File: src/rtl/ifetch_stage.sv
// Instruction-fetch stage: owns the PC, drives the instruction memory address and
// captures returned words into an IF/ID register with a valid/ready handshake to decode.
module ifetch_stage #(
   parameter int unsigned     DATA     = 32,
   parameter int unsigned     ADDR     = 32,
   parameter logic [ADDR-1:0] RESET_PC = '0,
   parameter int unsigned     CNT_W    = 16
) (
   input  logic             clk,
   input  logic             rst_n,
   output logic [ADDR-1:0]  pc_o,
   input  logic [DATA-1:0]  instr_i,
   input  logic             imem_ready_i,
   input  logic             redirect_i,
   input  logic [ADDR-1:0]  redirect_pc_i,
   input  logic             id_ready_i,
   output logic             if_valid_o,
   output logic [DATA-1:0]  if_instr_o,
   output logic [ADDR-1:0]  if_pc_o,
   output logic [ADDR-1:0]  if_pc4_o,
   output logic             misalign_o,
   output logic [CNT_W-1:0] stall_cnt_o
);

   localparam logic [1:0] BOOT = 2'd0;
   localparam logic [1:0] RUN  = 2'd1;
   localparam logic [1:0] WAIT = 2'd2;

   logic [1:0]      state;
   logic [1:0]      state_nxt;
   logic [ADDR-1:0] pc;
   logic [ADDR-1:0] pc_plus4;
   logic            slot_free;
   logic            capture;

   assign pc_o      = pc;
   assign pc_plus4  = pc + ADDR'(4);
   assign slot_free = !if_valid_o || id_ready_i;
   // Redirect discards the word on instr_i, so it also suppresses capture.
   assign capture   = (state != BOOT) && imem_ready_i && slot_free && !redirect_i;

   always_comb begin
      state_nxt = state;
      if (redirect_i) begin
         state_nxt = RUN;
      end else begin
         case (state)
            BOOT:    state_nxt = RUN;
            RUN:     state_nxt = imem_ready_i ? RUN : WAIT;
            WAIT:    state_nxt = imem_ready_i ? RUN : WAIT;
            default: state_nxt = BOOT;
         endcase
      end
   end

   always_ff @(posedge clk or negedge rst_n) begin
      if (!rst_n) begin
         state       <= BOOT;
         pc          <= RESET_PC;
         if_valid_o  <= 1'b0;
         if_instr_o  <= '0;
         if_pc_o     <= '0;
         if_pc4_o    <= '0;
         misalign_o  <= 1'b0;
         stall_cnt_o <= '0;
      end else begin
         state <= state_nxt;
         if (state == WAIT && stall_cnt_o != '1) begin
            stall_cnt_o <= stall_cnt_o + 1'b1;
         end
         if (redirect_i) begin
            pc         <= redirect_pc_i & ~ADDR'(3);
            if_valid_o <= 1'b0;
            if (redirect_pc_i[1:0] != 2'b00) begin
               misalign_o <= 1'b1;
            end
         end else if (capture) begin
            if_instr_o <= instr_i;
            if_pc_o    <= pc;
            if_pc4_o   <= pc_plus4;
            if_valid_o <= 1'b1;
            pc         <= pc_plus4;
         end else if (id_ready_i) begin
            if_valid_o <= 1'b0;
         end
      end
   end

endmodule
File: config.mk
export PLATFORM = sky130hd
export DESIGN_NAME = ifetch_stage
export DESIGN_NICKNAME = d
export VERILOG_FILES = /design/src/rtl/ifetch_stage.sv
export SDC_FILE = /design/constraint.sdc
export NUM_CORES = 1
export LEC_CHECK = 0
export BUFFER_PORTS_ARGS = -buffer_cell sky130_fd_sc_hd__buf_4
export CAP_MARGIN = 20
export CORE_UTILIZATION = 46
export CTS_CLUSTER_DIAMETER = 120
export DETAILED_ROUTE_END_ITERATION = 7
export PLACE_DENSITY = 0.83
export SYNTH_ARGS = -nofsm -noshare
export SYNTH_HDL_FRONTEND = slang
export SYNTH_SLANG_ARGS = --single-unit
export TNS_END_PERCENT = 20
File: constraint.sdc
create_clock -name clk -period 1.8 [get_ports clk]
set_input_delay 0 -clock clk [delete_from_list [all_inputs] [get_ports clk]]
set_output_delay 0 -clock clk [all_outputs]
set_load 0.02 [all_outputs]
Word level (Yosys, flattened, before mapping)
Index checks and enable logic that the tools add are counted.

storage, ports and cells
  word-level logic and storage cells = 37
  flip-flop bits (word level) = 148
  output and inout port bits = 146

operators by class
  bitwise gates (word level) = 1
  add/sub/neg operators = 2
  equal/unequal tests = 3
  multiplexer cells = 8
  reductions and logical operators = 15

operators by type and width
  cell                     count
  $mux W32                 2
  $add A32 B3 Y32 const B  1
  $add A16 B1 Y16 const B  1
  $ne A16 B16 Y1 const B   1
  $reduce_bool A2 Y1       3
  $logic_and A1 B1 Y1      4
  $mux W2                  2
  $pmux W2 S2              1
  $reduce_and A2 Y1        2
  $mux W1                  3
  $reduce_bool A3 Y1       1
  $eq A2 B1 Y1 const B     1
  $eq A2 B2 Y1 const B     1
  $logic_not A1 Y1         2
  $logic_not A2 Y1         1
  $reduce_or A2 Y1         1
  $logic_or A1 B1 Y1       1
  $not A1 Y1               1

Longest topological paths before layout
Gate-level depths: netlist (run 1).

  word-level depth = 6
  gate-level depth with buffers = 8
  mapped depth without buffers = 7

Worst setup path before layout (run 1)
Ideal clock, no wire load.

  kind = reg2reg
  start = register pc[2], in the netlist pc_o[2]
  end = register pc[14], in the netlist pc_o[14]
  setup slack = -1 ps
  stages on the path, launching flop included = 8
  arrival time = 1719 ps
  clock period less this slack = 1801 ps
  cells stage by stage = dfrtp_1 > ha_1 > nand3_1 > nor2_1 > clkbuf_1 > nand4_1 > xor2_1 > o21ai_0

between the ends
  word-level cells in the longest chain between the ends = 3

ends and longest elaborated chain
  what                      RTL line  text
  start: declaration        31        logic [ADDR-1:0] pc;
  start signal: assignment  72        pc <= redirect_pc_i & ~ADDR'(3);
  start signal: assignment  82        pc <= pc_plus4;
  $add A32 B3 Y32           37        assign pc_plus4 = pc + ADDR'(4);
  $mux W32                  77        end else if (capture) begin
  $mux W32                  71        if (redirect_i) begin

No other way between the ends. The select of a mux whose other input is x is not followed.
A chain may end at the register's enable or synchronous reset.

Worst setup path after layout (run 1)
  start = register state[0]
  end = register if_pc4_o[8]

between the ends
  word-level cells in the longest chain between the ends = 5

ends and longest elaborated chain
  what                               RTL line  text
  start: declaration                 29        logic [1:0] state;
  start signal: assignment           67        state <= state_nxt;
  $reduce_bool A2 Y1                 40        assign capture = (state != BOOT) && imem_ready_i && slot_free && !redirect_i;
  $logic_and A1 B1 Y1 (3 in series)  40
  $reduce_and A2 Y1 (no line)        n/a
  end signal: assignment             80        if_pc4_o <= pc_plus4;
  end: declaration                   20        output logic [ADDR-1:0] if_pc4_o,

No other way between the ends.

==> summary.txt, run 1 <==
Hold path
  – Worst hold path class: input pin to asynchronous set/reset pin

CTS
  – Max Buffers Root-to-Sink: 2
  – Clk_lat worst skew: 0.41 ns
  – CTS tree: done
  – H-tree Lvls: 4
  – CTS root buf: clkbuf_16
  – Clock sink total: 142
  – Worst-path clk slew: 0.06 ns
  – Num CTS Buffers: 17

STA
  – Clock skew: 0.0105 ns
  – Post-route setup slack: 0.0757 ns
  – Final hold vios: 0
  – Worst slew pin tran: 0.557 ns
  – Relative slew slack: 0.629
  – Maximum clock frequency: 580 MHz
  – Slew Limit Fails: 0
  – Fin crit period: 1.72 ns
  – Ratio of final minimum period to clock period: 0.958
  – Endpoints failing setup: 0

Placed design
  – Post-DP Area: 8580 um^2
  – Post-detail-place hpwl: 12400 um
  – Gpl congestion: 0.797
  – DP Worst Slack: -0.0260 ns
  – Buffers added on ports: 208
  – DP Cell Count: 1104

Layout
  – Share of layout cells above drive strength 1: 0.309
  – Design Area, Final: 10000 um^2
  – Area grow syn2layout: 51.9%
  – Non-filler cells, final: 1212
  – Post-route core utilization: 0.719
  – Antenna cells: 0
  – Most frequent cells in the layout: nand2_1, buf_4, dfrtp_1
  – Multi-input logic area: 2800 um^2
  – Final nets: 1093
  – FILL cells: 985
  – Commonest non-fill, non-tap cell in the layout: nand2_1
  – Register area: 3560 um^2

Critical path
  – Critical Path AT: 2.04 ns
  – Crit start category: register
  – Crit path max fanout: 21
  – CP endpoint kind: register
  – Worst path required time: 2.11 ns
  – CP Class: register to register

Pwr
  – PwrDens: 1120 nW/um^2
  – Sw Ratio: 0.315
  – Sequential Power Share: 0.374
  – Psw: 0.00355 W
  – Clock power share: 0.333
  – Comb pwr share: 0.294
  – Leak: 4.96 nW
  – Internal: 0.00773 W
  – Max VDD drop: 0.000687 V

Synth
  – Yosys warning total: 0
  – Synthesized flop and latch total: 142
  – Cell variety after synth: 47
  – Largest cells by area after synthesis: dfrtp_1, nand2_1, xor2_1
  – Yosys top cell by area: dfrtp_1
  – Synthesized area per cell: 9.28 um^2
  – Netlist area before placement: 6600 um^2
  – Top cell type's share of synthesized area: 0.538
  – Syn Inst Count: 711
  – Sequential fraction of the synthesis area: 0.538

Run
  – Max-cap violations: 0

GRT
  – Vias in the first global route: 6111
  – Largest net degree at the start of global routing: 57
  – Total grt overflow: 0
  – GRT Util Overall: 0.263
  – First-pass GRT wire length: 30000 um
  – Initial antenna violation count: 0

Route
  – Antenna Nets Post-Route: 0
  – Routed WL: 19000 um
  – Routed vias/inst: 4.98
  – WL per Instance: 15.7 um
  – Initial DRT Pass Iterations: 4
  – Drc violations: 0
  – Top Layer Used: met4
  – First DRT Iteration DRCs: 293
  – Wire length on met3: 1420 um
  – Total number of vias: 6035
  – WL met1: 7690 um
  – Met2 WL: 9610 um

Floorplanning
  – Io pins: 215
  – Number of cell rows: 43
  – Die height: 122 um
  – Die X: 122 um
  – Die ar.: 14800 um^2
  – Core area: 13900 um^2
  – Initial core utilization: 0.474

Run status
  – Status: completed
-- power by group through the flow --
stage          clock [W]  sequential (W)  combinational [W]
2_1_floorplan          0         0.00499           0.000835
4_1_cts          0.00384         0.00421            0.00329
3_3_place_gp           0         0.00423            0.00308
3_5_place_dp           0         0.00425            0.00315
6_report         0.00375         0.00422            0.00331
5_1_grt          0.00397         0.00429            0.00358
-- path summary, 6_finish.rpt --
path                              from         endpoint  slack, ns  cells past startpoint
hold / removal                   rst_n         pc_o[15]       0.15                      2
max in group asynchronous        rst_n  stall_cnt_o[15]       1.00                      3
min in group clk            id_ready_i          pc_o[3]       0.31                      6
setup reg to reg              state[0]      if_pc4_o[8]       0.08                      6
setup / recovery              state[0]      if_pc4_o[8]       0.08                      6
hold reg to reg            if_pc_o[26]      if_pc_o[26]       0.47                      2
-- kinds of logic (layout without fill, tap and decap cells) --
group | count (synthesis) | in the layout | synth area share
and+or+nand+nor | 368 | 368 | 0.253
muxes | 3 | 3 | 0.00493
adders and majority gates | 5 | 5 | 0.00948
DFF | 142 | 142 | 0.538
other | 1 | 6 | 0.000568
xor gates and xnor gates | 71 | 71 | 0.0942
AOI/OAI and AO/OA | 67 | 67 | 0.0525
buffers and inverters | 54 | 370 | 0.0474
-- layout make-up --
cell class	count	share of cell area
Clock buffer	22	0.0483
Clock inverter	10	0.0158
Inverter	4	0.00150
Multi-Input combinational cell	520	0.279
Sequential cell	142	0.355
Tap cell	180	0.0225
Timing Repair Buffer	334	0.278
-- synthesized netlist by cell type (all sizes together) --
master    n
a21boi    1
or2       1
nor3      9
o21bai    1
nor4      3
nor2     12
inv       4
or3       1
xnor2    22
mux2      2
nor2b     1
dfrtp   142
and4      5
nand4    18
buf      23
o21a      1
a21oi     3
clkbuf   26
nand2b    2
a211o     1
ha        5
nand2   265
bufbuf    1
and2      5
mux2i     1
nor3b     2
xor2     49
and3      8
o21ai    60
nand4b    2
nand3    34
conb      1
-- through the flow --
step                      power [W]  hold WS, ns  setup TNS (ns)
after floorplan             0.00582       -0.296               0
after global routing         0.0118        0.189         -0.0322
after global placement      0.00732      0.00803               0
after detailed placement    0.00740       0.0152          -0.176
final                        0.0113        0.151               0
after CTS                    0.0113        0.132               0
-- sequential cells by signal, summed over array words and instances, names as in the netlist --
| signal | flops |
|---|---|
| if_pc4_o | 30 |
| if_instr_o | 32 |
| if_pc_o | 30 |
| stall_cnt_o | 16 |
| if_valid_o | 1 |
| state | 2 |
| pc_o | 30 |
| misalign_o | 1 |
-- critical path, cell delays in order (launching register included) --
cell and delay (ns):
dfrtp_1 0.36, inv_2 0.05, ha_2 0.18, nand2b_4 0.18
or3_4 0.38, buf_4 0.22, o21ai_0 0.24
-- routing by layer --
layer,vias to the layer above,GRT usage
li1,2910,-
met1,2865,0.314
met2,234,0.458
met3,26,0.0627
met4,0,0.0949
met5,-,0
-- what timing repair did --
action,4_1_cts,5_1_grt
endpoints found under the hold margin,120,0
cloned,0,1
hold buffers,73,0
setup buffers,0,2
pin swaps,1,4
setup endpoints to repair,21,53
resized for setup,2,16
(Power assumes the default switching activity.)
==> inputs of run 2 (changes only) <==
- SETUP_SLACK_MARGIN: not set -> 0.3
==> run 2 against run 1 <==
  * Maximum frequency about the same
  * Flip-flop and latch count is the same
  * Combinational power rose by 4%
  * Sequential share of layout area is 0.73 points lower
  * Design area grew 2.5%
  * Largest power group unchanged
  * Critical path type unchanged
  * Routed wire length up 7.6%
  * Power is 1.1% higher
==> summary.txt, run 2 (same netlist as run 1, synthesis figures left out) <==
Run status
  – Status: completed

Layout
  – FILL cells: 1000
  – Number of flip-flops in the largest register: 32
  – Most frequent cells in the layout: nand2_1, buf_4, dfrtp_1
  – Design Area, Final: 10300 um^2
  – Antenna cells: 0
  – Area grow syn2layout: 55.8%
  – Largest reg by FF count: if_instr_o
  – Final nets: 1098
  – Share of layout cells above drive strength 1: 0.348
  – Commonest non-fill, non-tap cell in the layout: nand2_1

Floorplanning
  – Die ar.: 14800 um^2
  – Io pins: 215
  – Die X: 122 um
  – Initial core utilization: 0.474
  – Number of cell rows: 43
  – Core area: 13900 um^2
  – Die height: 122 um

STA
  – Relative slew slack: 0.599
  – Final hold vios: 0
  – Maximum clock frequency: 580 MHz
  – Worst slew pin tran: 0.602 ns
  – RSZ-0062 raised after global routing: true
  – Endpoints failing setup: 0
  – Final hold slack: 0.0800 ns
  – Fin crit period: 1.72 ns
  – Ratio of final minimum period to clock period: 0.957
  – Clock skew: 0.00747 ns
  – Slew Limit Fails: 0

Critical path
  – Critical Path AT: 2.07 ns
  – CP endpoint kind: register
  – Reg-to-reg slack, setup: 0.08 ns
  – R2R depth: 10
  – Reg-to-Reg Start: state[1]
  – Crit path max fanout: 6
  – Worst reg2reg path endpoint: if_instr_o[23]
  – Crit start category: register
  – CP Class: register to register
  – Worst path required time: 2.15 ns

CTS
  – Worst-path clk slew: 0.06 ns
  – Max Buffers Root-to-Sink: 2
  – Clock sink total: 142
  – H-tree Lvls: 4
  – Num CTS Buffers: 17
  – Clk_lat worst skew: 0.41 ns
  – CTS root buf: clkbuf_16
  – CTS tree: done

Run
  – Max-cap violations: 0

GRT
  – Vias in the first global route: 6351
  – Total grt overflow: 0
  – Largest net degree at the start of global routing: 65
  – Initial antenna violation count: 0
  – First-pass GRT wire length: 32000 um
  – GRT Util Overall: 0.282

Pwr
  – Sequential Power Share: 0.375
  – Psw: 0.00367 W
  – PwrDens: 1110 nW/um^2
  – Max VDD drop: 0.000687 V
  – Clock power share: 0.324
  – Leak: 5.06 nW
  – Internal: 0.00774 W
  – Comb pwr share: 0.301
  – Sw Ratio: 0.322

Route
  – Drc violations: 0
  – Routed vias/inst: 5.12
  – Initial DRT Pass Iterations: 5
  – First DRT Iteration DRCs: 339
  – Antenna Nets Post-Route: 0
  – Total number of vias: 6237
  – Routed WL: 20400 um
  – WL per Instance: 16.8 um

Placed design
  – Gpl congestion: 0.817
  – Post-detail-place hpwl: 12400 um
  – Buffers added on ports: 208
  – Post-DP Area: 8490 um^2

Hold path
  – Worst hold path class: input pin to asynchronous set/reset pin
==> run 2: cell types whose count changed in the layout (fill, tap and decap cells not counted), sizes merged <==
cell / delta
buf: +10
clkinv: +1
dlygate4sd3: -6
==> run 2: per-stage QoR <==
step / cells / setup TNS, ns / power, W / util / worst slack (ns)
final: 1217 / 0 / 0.0114 / 0.738 / 0.0772
after detailed placement: 1090 / -0.0909 / 0.00737 / 0.609 / -0.0744
after floorplan: 716 / 0 / 0.00587 / - / 0.115
after CTS: 1212 / 0 / 0.0114 / 0.729 / 0.0673
after global routing: 1217 / 0 / 0.0119 / 0.738 / 0.0122
after global placement: 1090 / 0 / 0.00728 / 0.609 / 0.0190
==> run 2: timing repair <==
action	in CTS	in global routing
endpoints found under the setup margin	133	136
setup buffers	22	2
hold buffers	66	1
cloned	2	2
pin swaps	15	10
hold endpoints to repair	205	1
gates resized for setup	31	20
==> run 2: layout make-up <==
cell class | instances | area, um^2 | share of cell area
Clock buffer | 21 | 460 | 0.0448
Multi-Input combinational cell | 520 | 2940 | 0.286
Timing Repair Buffer | 339 | 2910 | 0.283
Sequential cell | 142 | 3570 | 0.347
Clock inverter | 11 | 164 | 0.0159
Tap cell | 180 | 225 | 0.0219
Inverter | 4 | 15.0 | 0.00146
==> run 2: power groups by stage <==
stage	clock, W	sequential (W)	combinational (W)
global placement	0	0.00428	0.00300
detailed placement	0	0.00431	0.00306
floorplan	0	0.00500	0.000865
CTS	0.00376	0.00425	0.00338
finish	0.00370	0.00427	0.00343
global route	0.00391	0.00434	0.00369
==> run 2: worst max path at each step <==
stage | startpoint | to | slack (ns) | cells past startpoint
finish | state[1] | if_instr_o[23] | 0.08 | 10
global route | state[1] | pc_o[14] | 0.01 | 8
CTS | state[0] | if_pc_o[27] | 0.07 | 10
detailed placement | state[0] | pc_o[16] | -0.07 | 7
global placement | state[0] | pc_o[16] | 0.02 | 7
floorplan | pc_o[23] | pc_o[27] | 0.11 | 6
==> run 2: critical path, cell delays in order, from the launching register on <==
cell       delay [ns]
dfrtp_1          0.37
inv_2            0.06
ha_4             0.15
nand2b_4         0.17
or2_4            0.26
nor2_4           0.15
buf_12           0.14
buf_12           0.10
clkbuf_16        0.15
nand2_2          0.06
nand2_1          0.05
==> run 2: layer usage <==
layer,wire length [um],global-route usage,up-vias,part of all wire
met1,8090,0.333,3025,0.40
met4,367,0.0934,0,0.018
li1,-,-,2928,-
met5,0,0,-,0
met3,1520,0.0791,37,0.074
met2,10400,0.491,247,0.51
==> inputs of run 3 (changes only) <==
- ABC_AREA: not set -> 1
==> run 3 against run 2 <==
  * The run now ends with negative hold slack left
  * Critical path type unchanged
  * Routed wire length grew 23%
  * Area after synthesis grew 0.34%
  * Critical path depth is the same
  * Flip-flop and latch count is the same
  * First-iteration DRC count grew 130%
  * Die area grew 0.33%
  * Largest power group unchanged
==> summary.txt, run 3 <==
Layout
  – Post-route core utilization: 0.761
  – Commonest non-fill, non-tap cell in the layout: nand2_1
  – Area grow syn2layout: 60.7%
  – Final nets: 1256
  – Non-filler cells, final: 1373
  – Largest reg by FF count: if_instr_o
  – Multi-input logic area: 2870 um^2
  – Share of layout cells above drive strength 1: 0.306
  – Most frequent cells in the layout: nand2_1, buf_4, dfrtp_1
  – FILL cells: 919
  – Number of flip-flops in the largest register: 32
  – Design Area, Final: 10600 um^2
  – Register area: 3570 um^2

Synth
  – Synthesized flop and latch total: 142
  – Netlist area before placement: 6620 um^2
  – Top cell type's share of synthesized area: 0.537
  – Yosys top cell by area: dfrtp_1
  – Synth top cells by count: nand2_1, dfrtp_1, inv_1
  – Largest cells by area after synthesis: dfrtp_1, nand2_1, nand3_1
  – Cell variety after synth: 30
  – FFs w/ async S/R, synth: 1.00
  – Sequential fraction of the synthesis area: 0.537
  – Synthesized area per cell: 7.83 um^2
  – Prevailing post-synth register cell: dfrtp_1
  – Syn Inst Count: 846
  – Most frequent cell after synthesis: nand2_1
  – Yosys warning total: 0
  – Post-synth EDFFs: 0

CTS
  – Num CTS Buffers: 17
  – CTS hold repair buffers: 75
  – Worst-path clk slew: 0.06 ns
  – CTS root buf: clkbuf_16
  – Max Buffers Root-to-Sink: 2
  – CTS tree: done
  – Clk_lat worst skew: 0.43 ns
  – H-tree Lvls: 4
  – Clock sink total: 142

GRT
  – Initial antenna violation count: 0
  – Vias in the first global route: 6960
  – GRT Util Overall: 0.309
  – Total grt overflow: 0
  – First-pass GRT wire length: 35000 um
  – Largest net degree at the start of global routing: 45

STA
  – Final hold vios: 2
  – Maximum clock frequency: 556 MHz
  – Clock skew: 0.0113 ns
  – Setup TNS: 0 ns
  – Ratio of final minimum period to clock period: 0.999
  – Final hold slack: -0.0715 ns
  – RSZ-0062 raised after global routing: true
  – Slew Limit Fails: 0
  – Fin crit period: 1.80 ns
  – Endpoints failing setup: 0
  – Post-route setup slack: 0.00152 ns

Pwr
  – Sequential Power Share: 0.367
  – Psw: 0.00422 W
  – Internal: 0.00793 W
  – Max VDD drop: 0.000741 V
  – PwrDens: 1140 nW/um^2
  – Sw Ratio: 0.347
  – Comb pwr share: 0.323
  – Clock power share: 0.310
  – Leak: 5.51 nW

Route
  – Routed WL: 25100 um
  – WL met1: 9240 um
  – Wire length on met3: 2170 um
  – First DRT Iteration DRCs: 792
  – Drc violations: 0
  – Total number of vias: 7301
  – Routed vias/inst: 5.32
  – Top Layer Used: met4
  – WL per Instance: 18.3 um
  – Initial DRT Pass Iterations: 5
  – Met2 WL: 12700 um
  – Antenna Nets Post-Route: 0

Floorplanning
  – Core area: 14000 um^2
  – Die X: 122 um
  – Number of cell rows: 43
  – Die height: 122 um
  – Io pins: 215
  – Die ar.: 14900 um^2
  – Initial core utilization: 0.473

Critical path
  – CP endpoint kind: register
  – CP peak stage delay: 0.40 ns
  – Cells along the critical path: inv_2 > ha_4 > nor2_4 > nand2_2 > nor2_4 > buf_6 > inv_8 > a21oi_1 > o21ai_1 > nand2_1
  – Critical Path AT: 2.05 ns
  – CP max stage cell: dfrtp_1
  – CP bufs+invs: 3
  – Crit path max fanout: 9
  – CP dominant cell by count: nor2_4
  – Worst path required time: 2.05 ns
  – Crit path max-delay family: simple AND/OR/NAND/NOR gates
  – CP Class: register to register
  – Crit start category: register

Placed design
  – DP Cell Count: 1232
  – Post-detail-place hpwl: 13900 um
  – Buffers added on ports: 208
  – Post-DP Area: 8540 um^2
  – Gpl congestion: 0.910
  – DP Worst Slack: 0.0765 ns

Run status
  – Failing checks: negative hold slack
  – Status: finished, violations left

Hold path
  – Worst hold path class: input pin to register

Run
  – Max-cap violations: 0
run 3: cell types whose count changed in the layout (fill, tap and decap cells not counted), sizes merged, moves of 8 or more:
cell and change:
o21ai -9, nand4 -16, nand2 +132, and3 -8, buf -8, nor2 +45
inv +61, xnor2 -16, nand3 +20, dlygate4sd3 +8, xor2 -37
run 3: logic make-up (layout without fill, tap and decap cells):
logic type	Yosys count	after routing	share of synthesized area
xor+xnor	18	18	0.0238
buf+inv	98	439	0.0635
fa+ha+maj	5	5	0.00945
other cells	1	7	0.000566
compound gates	66	66	0.0544
simple gates	516	516	0.312
flops	142	142	0.537
run 3: layout make-up:
type,count,area share
antenna,1,0.000235
clock buffer,20,0.0429
clock inverter,9,0.0152
inverter,64,0.0234
multi-input combinational,611,0.270
sequential,142,0.336
tap,180,0.0212
timing repair buffer,345,0.291
timing repair inverter,1,0.000588
run 3: repair_timing:
action | in CTS | in global routing
setup buffers | 5 | 19
setup endpoints to repair | 135 | 139
pin swaps | 4 | 7
hold endpoints to repair | 208 | 2
cloned | 3 | 9
resized for setup | 32 | 55
run 3: final timing paths:
kind | startpoint | endpoint | slack, ns | cells after the start
worst max-delay path | state[0] | if_pc4_o[5] | 0.002 | 10
worst min-delay path | imem_ready_i | state[0] | -0.07 | 3
worst max register to register | state[0] | if_pc4_o[5] | 0.002 | 10
worst min register to register | if_pc_o[20] | if_pc_o[20] | 0.48 | 2
max in group asynchronous | rst_n | if_instr_o[7] | 1.08 | 3
min in group asynchronous | rst_n | pc_o[29] | 0.06 | 2
run 3: metal layers:
layer | global-route usage | vias to the layer above
met3 | 0.0819 | 103
met4 | 0.136 | 0
met1 | 0.366 | 3454
li1 | - | 3291
met5 | 0 | -
met2 | 0.524 | 453
run 3: power by group through the flow:
stage / clock (W) / combinational [W] / sequential (W)
final: 0.00376 / 0.00393 / 0.00446
after global routing: 0.00392 / 0.00420 / 0.00452
after CTS: 0.00375 / 0.00358 / 0.00438
after detailed placement: 0 / 0.00333 / 0.00442
after global placement: 0 / 0.00325 / 0.00441
after floorplan: 0 / 0.000935 / 0.00517
run 3: worst min-delay path, stage by stage:
cell     delay (ns)
buf_4          0.10
a21oi_1        0.06
o21ai_0        0.15
run 3: per-stage QoR:
step                hold WS [ns]  total power, W
floorplan                 -0.296         0.00610
global route             -0.0766          0.0126
detailed placement       -0.0459         0.00775
CTS                      -0.0790          0.0117
global placement         -0.0499         0.00765
finish                   -0.0715          0.0122
